File: config.mk
export PLATFORM = sky130hd
export DESIGN_NAME = apple_spawner
export DESIGN_NICKNAME = d
export VERILOG_FILES = /design/src/rtl/apple_spawner.sv
export SDC_FILE = /design/constraint.sdc
export NUM_CORES = 1
export LEC_CHECK = 0
export ABC_AREA = 1
export BUFFER_PORTS_ARGS = -buffer_cell sky130_fd_sc_hd__buf_2
export CORE_ASPECT_RATIO = 2
export CORE_MARGIN = 5
export CORE_UTILIZATION = 55
export CTS_CLUSTER_DIAMETER = 150
export CTS_CLUSTER_SIZE = 10
export DETAILED_ROUTE_END_ITERATION = 6
export PLACE_DENSITY_LB_ADDON = 0.08
export SYNTH_ARGS = -nofsm -noshare
export SYNTH_HDL_FRONTEND = slang
export SYNTH_SLANG_ARGS = --single-unit
File: constraint.sdc
create_clock -name clk -period 3.7 [get_ports clk]
set_clock_uncertainty 0.2 [all_clocks]
set_input_delay 0.555 -clock clk [delete_from_list [all_inputs] [get_ports clk]]
set_output_delay 0.555 -clock clk [all_outputs]
set_load 0.05 [all_outputs]
File: src/rtl/apple_spawner.sv
// Apple food source for the snake game: detects the head landing on the apple, raises the grow
// request for a fixed hold time, relocates the apple via an LFSR and answers VGA pixel queries.
`timescale 1ns/1ps

module apple_spawner #(
   parameter int unsigned ADD_HOLD  = 4,
   parameter logic [15:0] LFSR_SEED = 16'hACE1,
   parameter logic [5:0]  START_X   = 6'd24,
   parameter logic [5:0]  START_Y   = 6'd10
) (
   input  logic       clk,
   input  logic       rst,
   input  logic [1:0] game_status,
   input  logic [5:0] head_x,
   input  logic [5:0] head_y,
   input  logic [9:0] x_pos,
   input  logic [9:0] y_pos,
   output logic       add_cube,
   output logic [5:0] apple_x,
   output logic [5:0] apple_y,
   output logic       apple_pix,
   output logic [7:0] eat_count
);

   typedef enum logic [1:0] {
      ARMED    = 2'd0,
      EAT      = 2'd1,
      RELOCATE = 2'd2
   } state_t;

   localparam logic [1:0] GS_RESTART = 2'b00;
   localparam logic [1:0] GS_PLAY    = 2'b10;
   localparam logic [3:0] HOLD_INIT  = 4'(ADD_HOLD - 1);

   state_t      state, state_n;
   logic        add_n;
   logic [3:0]  hold_cnt, hold_n;
   logic [5:0]  apple_x_n, apple_y_n;
   logic [7:0]  eat_count_n;
   logic [15:0] lfsr, lfsr_n;

   logic        restart;
   logic        head_on_apple;
   logic [5:0]  cand_x, cand_y;
   logic        cand_ok;

   assign restart       = (game_status == GS_RESTART);
   assign head_on_apple = (head_x == apple_x) && (head_y == apple_y);

   // Taps 16,14,13,11 in 1-based numbering map to bits 15,13,12,10.
   assign lfsr_n = {lfsr[14:0], lfsr[15] ^ lfsr[13] ^ lfsr[12] ^ lfsr[10]};

   assign cand_x  = lfsr[5:0];
   assign cand_y  = lfsr[13:8];
   assign cand_ok = (cand_x >= 6'd1) && (cand_x <= 6'd38) &&
                    (cand_y >= 6'd1) && (cand_y <= 6'd28) &&
                    !((cand_x == head_x) && (cand_y == head_y));

   always_comb begin
      // NOTE: every output of this block gets a default first so no latch is inferred.
      state_n     = state;
      add_n       = add_cube;
      hold_n      = hold_cnt;
      apple_x_n   = apple_x;
      apple_y_n   = apple_y;
      eat_count_n = eat_count;
      unique case (state)
         ARMED: begin
            if ((game_status == GS_PLAY) && head_on_apple) begin
               state_n = EAT;
               add_n   = 1'b1;
               hold_n  = HOLD_INIT;
               if (eat_count != 8'hFF)
                  eat_count_n = eat_count + 8'd1;
            end
         end
         EAT: begin
            if (hold_cnt != 4'd0) begin
               hold_n = hold_cnt - 4'd1;
            end else begin
               add_n   = 1'b0;
               state_n = RELOCATE;
            end
         end
         RELOCATE: begin
            if (cand_ok) begin
               apple_x_n = cand_x;
               apple_y_n = cand_y;
               state_n   = ARMED;
            end
         end
         default: begin
            state_n = ARMED;
            add_n   = 1'b0;
         end
      endcase
   end

   // NOTE: sequential state uses non-blocking assignments so all registers update together.
   always_ff @(posedge clk or negedge rst) begin
      if (!rst) begin
         state     <= ARMED;
         add_cube  <= 1'b0;
         hold_cnt  <= 4'd0;
         apple_x   <= START_X;
         apple_y   <= START_Y;
         eat_count <= 8'd0;
         lfsr      <= LFSR_SEED;
      end else if (restart) begin
         state     <= ARMED;
         add_cube  <= 1'b0;
         hold_cnt  <= 4'd0;
         apple_x   <= START_X;
         apple_y   <= START_Y;
         eat_count <= 8'd0;
         lfsr      <= LFSR_SEED;
      end else begin
         state     <= state_n;
         add_cube  <= add_n;
         hold_cnt  <= hold_n;
         apple_x   <= apple_x_n;
         apple_y   <= apple_y_n;
         eat_count <= eat_count_n;
         lfsr      <= lfsr_n;
      end
   end

   // Hidden outside ARMED so the apple vanishes while eating and relocating.
   assign apple_pix = (state == ARMED) &&
                      (x_pos < 10'd640) && (y_pos < 10'd480) &&
                      (x_pos[9:4] == apple_x) && (y_pos[9:4] == apple_y);

endmodule

==> results.py, run 1 <==
metrics = {
    "detailed_routing": {
        "vias_per_cell": 5.29,
        "wl_per_cell_um": 14.1,
        "drtIter0Drc": 97,
        "ant_nets": 0,
        "num_vias": 2618,
        "drc": 0,
        "first_pass_iters": 4,
        "routed_wl_mm": 6.96,
    },
    "synth": {
        "synth_seq_area_share": 0.407,
        "ys_ff_latch": 43,
        "synth_area_leaders": "dfrtp_1 (29%), nand2_1 (19%), dfstp_2 (12%)",
        "syn-num-nets": 426,
        "synthFlopType": "dfrtp_1",
        "synthCells": 387,
        "syn_avg_cell_area_sq_um": 6.93,
        "ys_types": 35,
        "ys_async_sr_fraction": 1.00,
        "ys_warn_count": 0,
        "yosys.area.top_type": "dfrtp_1",
        "synth_top_area_share": 0.289,
        "synth-edff-count": 0,
        "syn_area_sq_um": 2680,
    },
    "global_routing": {
        "grt_pass1_wl_mm": 11.6,
        "overflow": 0,
        "antenna_found_initial": 0,
        "grt_start_max_net_pins": 44,
        "grtUsageTotal": 0.238,
        "grt_pass1_vias": 2561,
    },
    "cts": {
        "cts.hold.buffers_added": 0,
        "clk_pin_slew_worst_paths_ns": 0.08,
        "post_cts_buffers": 0,
        "clock_path_buffers": 2,
        "cts_tree": "built",
        "htree_levels": 2,
        "cts_sinks": 43,
        "ctsResizeCount": 0,
        "clkLatencyLatePin_ns": 0.30,
        "root_buffer": "clkbuf_8",
        "cts_buffers": 5,
    },
    "critical_path": {
        "cp_slowest_stage_delay_ns": 0.58,
        "crit_required_ns": 2.94,
        "slowest_stage": "dfstp_2",
        "rr_worst_depth": 6,
        "rr_endpoint": "eat_count[2]",
        "cp.arrival_ns": 1.67,
        "criticalPathCategory": "flip-flop to output pin",
        "rr_startpoint": "eat_count[0]",
        "path_cells": "or2_2, nand4_1, nor3_1, nand2_1, nor2_1, buf_2",
        "crit_fanout": 5,
        "crit_path_end_kind": "output pin",
        "reg2reg_slack_ns": 1.76,
        "startpoint_type": "flip-flop",
    },
    "placed_design": {
        "gp_congestion": 0.855,
        "dp_slack_ns": 1.12,
        "io_buffers": 49,
        "place_hpwl_mm": 5.24,
    },
    "floorplanning": {
        "dieArea_sq_um": 6460,
        "pin_count": 58,
        "die_h_um": 109,
        "start_util": 0.557,
        "placementRows": 36,
        "coreArea_sq_um": 4820,
        "fp.dieW_um": 59.4,
    },
    "sta": {
        "relSlewSlack": 0.357,
        "worst_pin_slew_ns": 0.965,
        "hold_ws_ns": 0.199,
        "setup_violations": 0,
        "report.final.slew_viol_count": 0,
        "period_share": 0.656,
        "period_needed_ns": 2.43,
        "fin_setup_tns_ns": 0,
        "fmax_mhz": 412,
        "hold_violations": 0,
        "setup_slack_ns": 1.27,
        "rsz0062_at_grt": "no",
    },
    "pwr": {
        "p_per_area_nw_per_um2": 537,
        "p_leak_nw": 1.68,
        "vdd_ir_drop_max_uv": 420,
    },
    "final_layout": {
        "final_common_cell": "nand2_1",
        "final_cell_mix": "nand2_1 (139), buf_2 (49), nor2_1 (46)",
        "layout.nets": 476,
        "drive_above_1_share": 0.203,
        "area_growth_pct": 13.8,
        "diodes": 0,
    },
    "status": {
        "status": "finished, final reports clean",
    },
    "run": {
        "cap_violations": 0,
    },
    "min_path": {
        "holdCritPathClass": "input port to async pin",
    },
}
-- final cells by class --
| class | instances | area (sq um) |
|---|---|---|
| Timing Repair Buffer | 50 | 253 |
| Fill cell | 468 | 1770 |
| Multi-Input combinational cell | 291 | 1390 |
| Sequential cell | 43 | 1090 |
| Tap cell | 57 | 71.3 |
| Clock buffer | 8 | 80.1 |
| Inverter | 46 | 173 |
-- worst max-delay path: cells and delay by family (launching register included) --
kind / cells / cell delay (ns)
buffers and inverters: 1 / 0.26
DFF: 1 / 0.58
and+or+nand+nor: 5 / 0.54
-- cells by family after synthesis --
logic type	synth area share
compound gates	0.0326
xor+xnor	0.0424
fa+ha+maj	0.0140
buf+inv	0.0774
flops	0.407
simple gates	0.427
-- power breakdown --
group / total, mW / leakage (nW) / internal, mW / switching (mW)
clock: 0.298 / 0.0395 / 0.134 / 0.163
combinational: 0.673 / 1.10 / 0.207 / 0.466
sequential: 0.669 / 0.534 / 0.578 / 0.0912
total: 1.64 / 1.68 / 0.919 / 0.721
-- stage by stage --
step / util / total power [mW] / instance area (sq um) / instances
floorplan: - / 1.16 / 2680 / 387
global placement: 0.617 / 1.33 / 2970 / 487
detailed placement: 0.617 / 1.35 / 2970 / 487
CTS: 0.633 / 1.65 / 3050 / 495
global route: 0.633 / 1.76 / 3050 / 495
finish: 0.633 / 1.64 / 3050 / 495
-- registers in the layout, summed over array words and instances (netlist names) --
name	count
lfsr	16
eat_count	8
apple_x	6
apple_y	6
hold_cnt	4
state	2
add_cube	1
-- per-layer routing --
metal	GRT usage	up-vias	wire length, um
li1	-	1306	-
met1	0.262	1225	2580
met2	0.429	73	3870
met3	0.0296	14	332
met4	0.120	0	186
met5	0	-	0
-- Yosys cell counts, types with 3 or more instances --
library cell,number
xor2_1,4
nor2_1,46
nand4_1,5
dfrtp_1,31
xnor2_1,9
nand3b_1,3
a21oi_1,4
nor2_4,3
inv_2,4
o21ai_0,4
nand3_1,39
inv_1,41
clkbuf_1,3
dfstp_2,12
or2_2,9
ha_1,3
nand2_1,139
nor3_1,7
-- worst max path at each step --
| stage | depth (start not counted) | from | to | slack, ns |
|---|---|---|---|---|
| 2_1_floorplan | 5 | apple_y[3] | apple_pix | 1.17 |
| 3_5_place_dp | 7 | game_status[0] | eat_count[2] | 1.12 |
| 4_1_cts | 6 | apple_y[3] | apple_pix | 1.24 |
| 6_report | 6 | apple_y[3] | apple_pix | 1.27 |
| 5_1_grt | 7 | apple_y[1] | apple_pix | 1.15 |
| 3_3_place_gp | 7 | game_status[1] | eat_count[6] | 1.14 |
(Power assumes the default switching activity.)
==> run 2, diff against run 1 <==
--- a/config.mk
+++ b/config.mk
@@ -9,7 +9,7 @@
 export BUFFER_PORTS_ARGS = -buffer_cell sky130_fd_sc_hd__buf_2
 export CORE_ASPECT_RATIO = 2
 export CORE_MARGIN = 5
-export CORE_UTILIZATION = 55
+export CORE_UTILIZATION = 49
 export CTS_CLUSTER_DIAMETER = 150
 export CTS_CLUSTER_SIZE = 10
 export DETAILED_ROUTE_END_ITERATION = 6
==> constraint.sdc (replaced) <==
create_clock -name clk -period 2 [get_ports clk]
set_clock_uncertainty 0.2 [all_clocks]
set_input_delay 0.3 -clock clk [delete_from_list [all_inputs] [get_ports clk]]
set_output_delay 0.3 -clock clk [all_outputs]
set_load 0.05 [all_outputs]
==> results.py, run 2 (synthesis results as in run 1) <==
metrics = {
    "status": {
        "status": "complete, but fails checks",
        "violations": "negative setup slack",
    },
    "placed_design": {
        "io_buffers": 49,
        "dp_slack_ns": 0.105,
        "gp_congestion": 0.851,
        "place_hpwl_mm": 5.47,
    },
    "critical_path": {
        "slowest_stage": "dfstp_2",
        "path_cells": "inv_2, nand2_1, nand4_1, nor2_1, nand4_1, nor2_4, buf_6",
        "crit_required_ns": 1.50,
        "cp_slowest_stage_delay_ns": 0.55,
        "rr_worst_depth": 9,
        "rr_endpoint": "apple_x[0]",
        "path_common_cell": "nand4_1",
        "rr_startpoint": "lfsr[0]",
        "startpoint_type": "flip-flop",
        "cp.arrival_ns": 1.56,
        "reg2reg_slack_ns": 0.15,
        "criticalPathCategory": "flip-flop to output pin",
        "crit_fanout": 3,
        "crit_path_end_kind": "output pin",
        "critPathLaunch": "apple_y[1]",
    },
    "sta": {
        "period_share": 1.03,
        "setup_slack_ns": -0.0648,
        "setup_violations": 1,
        "worst_pin_slew_ns": 0.410,
        "rsz0062_at_grt": "yes",
        "fin_setup_tns_ns": -0.0648,
        "report.final.slew_viol_count": 0,
        "hold_ws_ns": 0.130,
        "relSlewSlack": 0.726,
        "hold_violations": 0,
        "fmax_mhz": 484,
        "period_needed_ns": 2.06,
    },
    "global_routing": {
        "grt_pass1_wl_mm": 12.3,
        "overflow": 0,
        "grt_start_max_net_pins": 40,
        "grt_pass1_vias": 2624,
        "grtUsageTotal": 0.213,
        "antenna_found_initial": 0,
    },
    "final_layout": {
        "diodes": 0,
        "final_util": 0.595,
        "largest-register": "lfsr",
        "area_growth_pct": 19.2,
        "largest_register_ffs": 16,
        "reg_top3": "lfsr (16), eat_count (8)",
        "fillCellCount": 553,
        "drive_above_1_share": 0.243,
        "layout.nets": 487,
        "final_cell_mix": "nand2_1 (136), buf_2 (48), nor2_1 (44)",
        "final_common_cell": "nand2_1",
    },
    "detailed_routing": {
        "wl_per_cell_um": 14.1,
        "first_pass_iters": 4,
        "routed_wl_mm": 7.20,
        "ant_nets": 0,
        "drtIter0Drc": 113,
        "num_vias": 2645,
        "vias_per_cell": 5.20,
        "drc": 0,
    },
    "cts": {
        "cts_tree": "built",
        "htree_levels": 2,
        "cts_buffers": 5,
        "clk_pin_slew_worst_paths_ns": 0.08,
        "root_buffer": "clkbuf_8",
        "clkLatencyLatePin_ns": 0.31,
        "clock_path_buffers": 2,
        "cts_sinks": 43,
    },
    "pwr": {
        "p_leak_nw": 1.74,
        "finalPower_mw": 3.15,
        "vdd_ir_drop_max_uv": 635,
        "p_per_area_nw_per_um2": 986,
    },
    "floorplanning": {
        "dieArea_sq_um": 7150,
        "coreArea_sq_um": 5370,
        "start_util": 0.500,
        "placementRows": 38,
        "fp.dieW_um": 62.3,
        "die_h_um": 115,
        "pin_count": 58,
    },
    "run": {
        "cap_violations": 0,
    },
    "min_path": {
        "holdCritPathClass": "input port to async pin",
    },
}
run 2: changes by cell type in the layout (fill, tap and decap cells not counted), sizes merged:
cell,change
clkbuf,-1
buf,+10
clkinvlp,+1
dlygate4sd3,+1
run 2: stage by stage:
stage          instances  cell area, sq um
3_3_place_gp         495              3030
5_1_grt              509              3200
6_report             509              3200
4_1_cts              509              3170
3_5_place_dp         495              3030
2_1_floorplan        387              2690
run 2: repair_timing:
item	4_1_cts	5_1_grt
hold buffers	1	0
pin swaps	2	1
hold endpoints to repair	31	0
endpoints found under the setup margin	1	14
gates resized for setup	5	8
buffers inserted	5	0
run 2: power breakdown:
part	total (mW)	internal, mW	switching, mW
combinational	1.35	0.459	0.889
sequential	1.23	1.07	0.164
clock	0.572	0.248	0.324
total	3.15	1.78	1.38
run 2: cell type report:
class,count,area (sq um),share of cell area
sequential,43,1090,0.341
multi-input combinational,291,1420,0.444
tap,60,75.1,0.0235
clock inverter,1,7.51,0.00235
clock buffer,7,76.3,0.0239
timing repair buffer,61,357,0.112
inverter,46,173,0.0540
run 2: critical path: cells and delay by family, from the launching register on:
kind / cells / cell delay, ns
DFF: 1 / 0.55
buffers and inverters: 2 / 0.20
and+or+nand+nor: 5 / 0.50
run 2: routing by layer:
layer  global-route usage  routed length (um)  vias to the layer above
met1                0.234                2690                     1232
met4               0.0977                 167                        0
met5                    0                   0                        -
met2                0.391                3970                       69
met3               0.0373                 378                       13
li1                     -                   -                     1331
run 2: how the worst max path moves through the flow:
stage | to | slack [ns] | cells after the start
global placement | eat_count[6] | 0.12 | 6
floorplan | eat_count[7] | 0.03 | 6
finish | apple_pix | -0.06 | 7
detailed placement | eat_count[5] | 0.10 | 6
CTS | apple_pix | -0.08 | 7
global route | apple_pix | -0.12 | 7
==> run 3, diff against run 2 <==
--- a/config.mk
+++ b/config.mk
@@ -5,11 +5,10 @@
 export SDC_FILE = /design/constraint.sdc
 export NUM_CORES = 1
 export LEC_CHECK = 0
-export ABC_AREA = 1
 export BUFFER_PORTS_ARGS = -buffer_cell sky130_fd_sc_hd__buf_2
 export CORE_ASPECT_RATIO = 2
 export CORE_MARGIN = 5
-export CORE_UTILIZATION = 49
+export CORE_UTILIZATION = 48
 export CTS_CLUSTER_DIAMETER = 150
 export CTS_CLUSTER_SIZE = 10
 export DETAILED_ROUTE_END_ITERATION = 6
==> results.py, run 3 <==
metrics = {
    "final_layout": {
        "diodes": 0,
        "largest-register": "lfsr",
        "layout.nets": 402,
        "final_util": 0.750,
        "area_growth_pct": 52.9,
        "largest_register_ffs": 16,
        "fillCellCount": 367,
        "final_cell_mix": "buf_2 (48), buf_4 (48), dfrtp_1 (25)",
        "reg_top3": "lfsr (16), eat_count (8)",
        "drive_above_1_share": 0.536,
    },
    "critical_path": {
        "critPathBufInv": 2,
        "startpoint_type": "flip-flop",
        "criticalPathCategory": "flip-flop to output pin",
        "crit_fanout": 3,
        "path_common_cell": "buf_6",
        "slowest_stage": "dfstp_2",
        "cp_top_family": "flip-flops",
        "cp.arrival_ns": 1.77,
        "crit_required_ns": 1.50,
        "path_cells": "buf_6, xnor2_2, nand4_1, nor4_4, buf_6",
        "crit_path_end_kind": "output pin",
        "cp_slowest_stage_delay_ns": 0.56,
    },
    "synth": {
        "ys_ff_latch": 43,
        "synth_commonest_cells": "dfrtp_1 (31), a21oi_1 (25), xnor2_1 (21)",
        "syn_area_sq_um": 2390,
        "ys_types": 40,
        "synth_top_area_share": 0.325,
        "synth_seq_area_share": 0.457,
        "syn-num-nets": 291,
        "post-synth-top-count-cell": "dfrtp_1",
        "ys_async_sr_fraction": 1.00,
        "synth-edff-count": 0,
        "syn_avg_cell_area_sq_um": 9.47,
        "ys_warn_count": 0,
        "yosys.area.top_type": "dfrtp_1",
        "synthFlopType": "dfrtp_1",
        "synthCells": 252,
        "synth_area_leaders": "dfrtp_1 (33%), dfstp_2 (13%), xnor2_1 (7.7%)",
    },
    "global_routing": {
        "use_met1": 0.240,
        "grt_pass1_vias": 2354,
        "busiest_layer": "met2",
        "grt_use_met2": 0.429,
        "antenna_found_initial": 0,
        "grt_start_max_net_pins": 23,
        "grtUsageTotal": 0.234,
        "grt_pass1_wl_mm": 11.3,
        "overflow": 0,
        "grt.met3_usage": 0.0388,
    },
    "detailed_routing": {
        "first_pass_iters": 4,
        "vias_per_cell": 5.65,
        "num_vias": 2380,
        "ant_nets": 0,
        "routed_wl_mm": 7.82,
        "drc": 0,
        "drtIter0Drc": 133,
        "wl_per_cell_um": 18.6,
    },
    "cts": {
        "htree_levels": 2,
        "clk_pin_slew_worst_paths_ns": 0.08,
        "cts_buffers": 5,
        "clkLatencyLatePin_ns": 0.31,
        "cts_sinks": 43,
        "root_buffer": "clkbuf_8",
        "cts_tree": "built",
        "clock_path_buffers": 2,
    },
    "placed_design": {
        "dp_slack_ns": -0.207,
        "io_buffers": 49,
        "place_hpwl_mm": 5.35,
        "gp_congestion": 0.854,
    },
    "pwr": {
        "vdd_ir_drop_max_uv": 852,
        "finalPower_mw": 2.18,
        "p_per_area_nw_per_um2": 599,
        "p_leak_nw": 1.64,
    },
    "sta": {
        "fin_setup_tns_ns": -2.23,
        "hold_ws_ns": 0.245,
        "fmax_mhz": 440,
        "report.final.slew_viol_count": 0,
        "period_needed_ns": 2.27,
        "relSlewSlack": 0.638,
        "setup_slack_ns": -0.273,
        "rsz0062_at_grt": "yes",
        "period_share": 1.14,
        "hold_violations": 0,
        "setup_violations": 20,
        "worst_pin_slew_ns": 0.542,
    },
    "status": {
        "status": "complete, but fails checks",
        "violations": "negative setup slack",
    },
    "floorplanning": {
        "dieArea_sq_um": 6570,
        "fp.dieW_um": 59.9,
        "pin_count": 58,
        "coreArea_sq_um": 4860,
        "start_util": 0.490,
        "die_h_um": 110,
        "placementRows": 36,
    },
    "run": {
        "cap_violations": 0,
    },
    "min_path": {
        "holdCritPathClass": "flip-flop to flip-flop",
    },
}
-- run 3: cell count changes in the layout (fill, tap and decap cells not counted), moves of 8 or more --
cell	delta
nand3_2	+8
nand3_1	-28
nor2_1	-32
and2_1	+9
nand2_1	-129
a21oi_2	+9
a21oi_1	+12
xor2_1	+10
buf_4	+38
buf_6	+15
o21ai_2	+9
inv_1	-33
-- run 3: final cells by class --
| type | count | area (sq um) | area share |
|---|---|---|---|
| Clock buffer | 7 | 86.3 | 0.0237 |
| Tap cell | 57 | 71.3 | 0.0196 |
| Inverter | 5 | 18.8 | 0.00515 |
| Multi-Input combinational cell | 193 | 1540 | 0.421 |
| Timing Repair Buffer | 115 | 831 | 0.228 |
| Sequential cell | 43 | 1100 | 0.301 |
| Clock inverter | 1 | 5.00 | 0.00137 |
-- run 3: repair_timing --
action	in CTS	in global routing
endpoints found under the hold margin	13	0
gates resized for setup	21	71
pin swaps	11	33
gates cloned	1	2
hold buffers	1	0
setup endpoints to repair	24	27
setup buffers	3	11
-- run 3: path summary, 6_finish.rpt --
path / startpoint / end / slack (ns) / depth (start not counted)
min in group asynchronous: rst / hold_cnt[0] / 0.29 / 2
setup / recovery: apple_x[4] / apple_pix / -0.27 / 5
setup reg to reg: apple_y[1] / eat_count[2] / -0.27 / 7
hold / removal: lfsr[14] / lfsr[15] / 0.25 / 1
max in group asynchronous: rst / apple_y[3] / 0.70 / 3
hold reg to reg: lfsr[14] / lfsr[15] / 0.25 / 1
-- run 3: power by group --
part | total, mW | switching (mW) | internal (mW)
clock network | 0.594 | 0.315 | 0.279
logic | 0.588 | 0.299 | 0.289
registers | 1.00 | 0.0538 | 0.948
-- run 3: logic make-up (layout without fill, tap and decap cells) --
group           Yosys count  after routing  share of synthesized area
xor+xnor                 35             35                      0.128
flops                    43             43                      0.457
buf+inv                  17            128                     0.0278
fa+ha+maj                 3              3                     0.0157
compound gates           65             66                      0.166
simple gates             88             88                      0.200
mux                       1              1                    0.00472
-- run 3: routing by layer --
metal	share of wire	vias to the layer above	wire (um)
li1	-	1139	-
met1	0.35	1162	2730
met2	0.58	62	4570
met3	0.037	17	288
met4	0.030	0	233
met5	0	-	0
-- run 3: per-stage QoR --
step / instances / cell area (sq um)
after floorplan: 252 / 2420
after CTS: 411 / 3310
final: 421 / 3650
after global placement: 398 / 3100
after global routing: 421 / 3650
after detailed placement: 398 / 3100
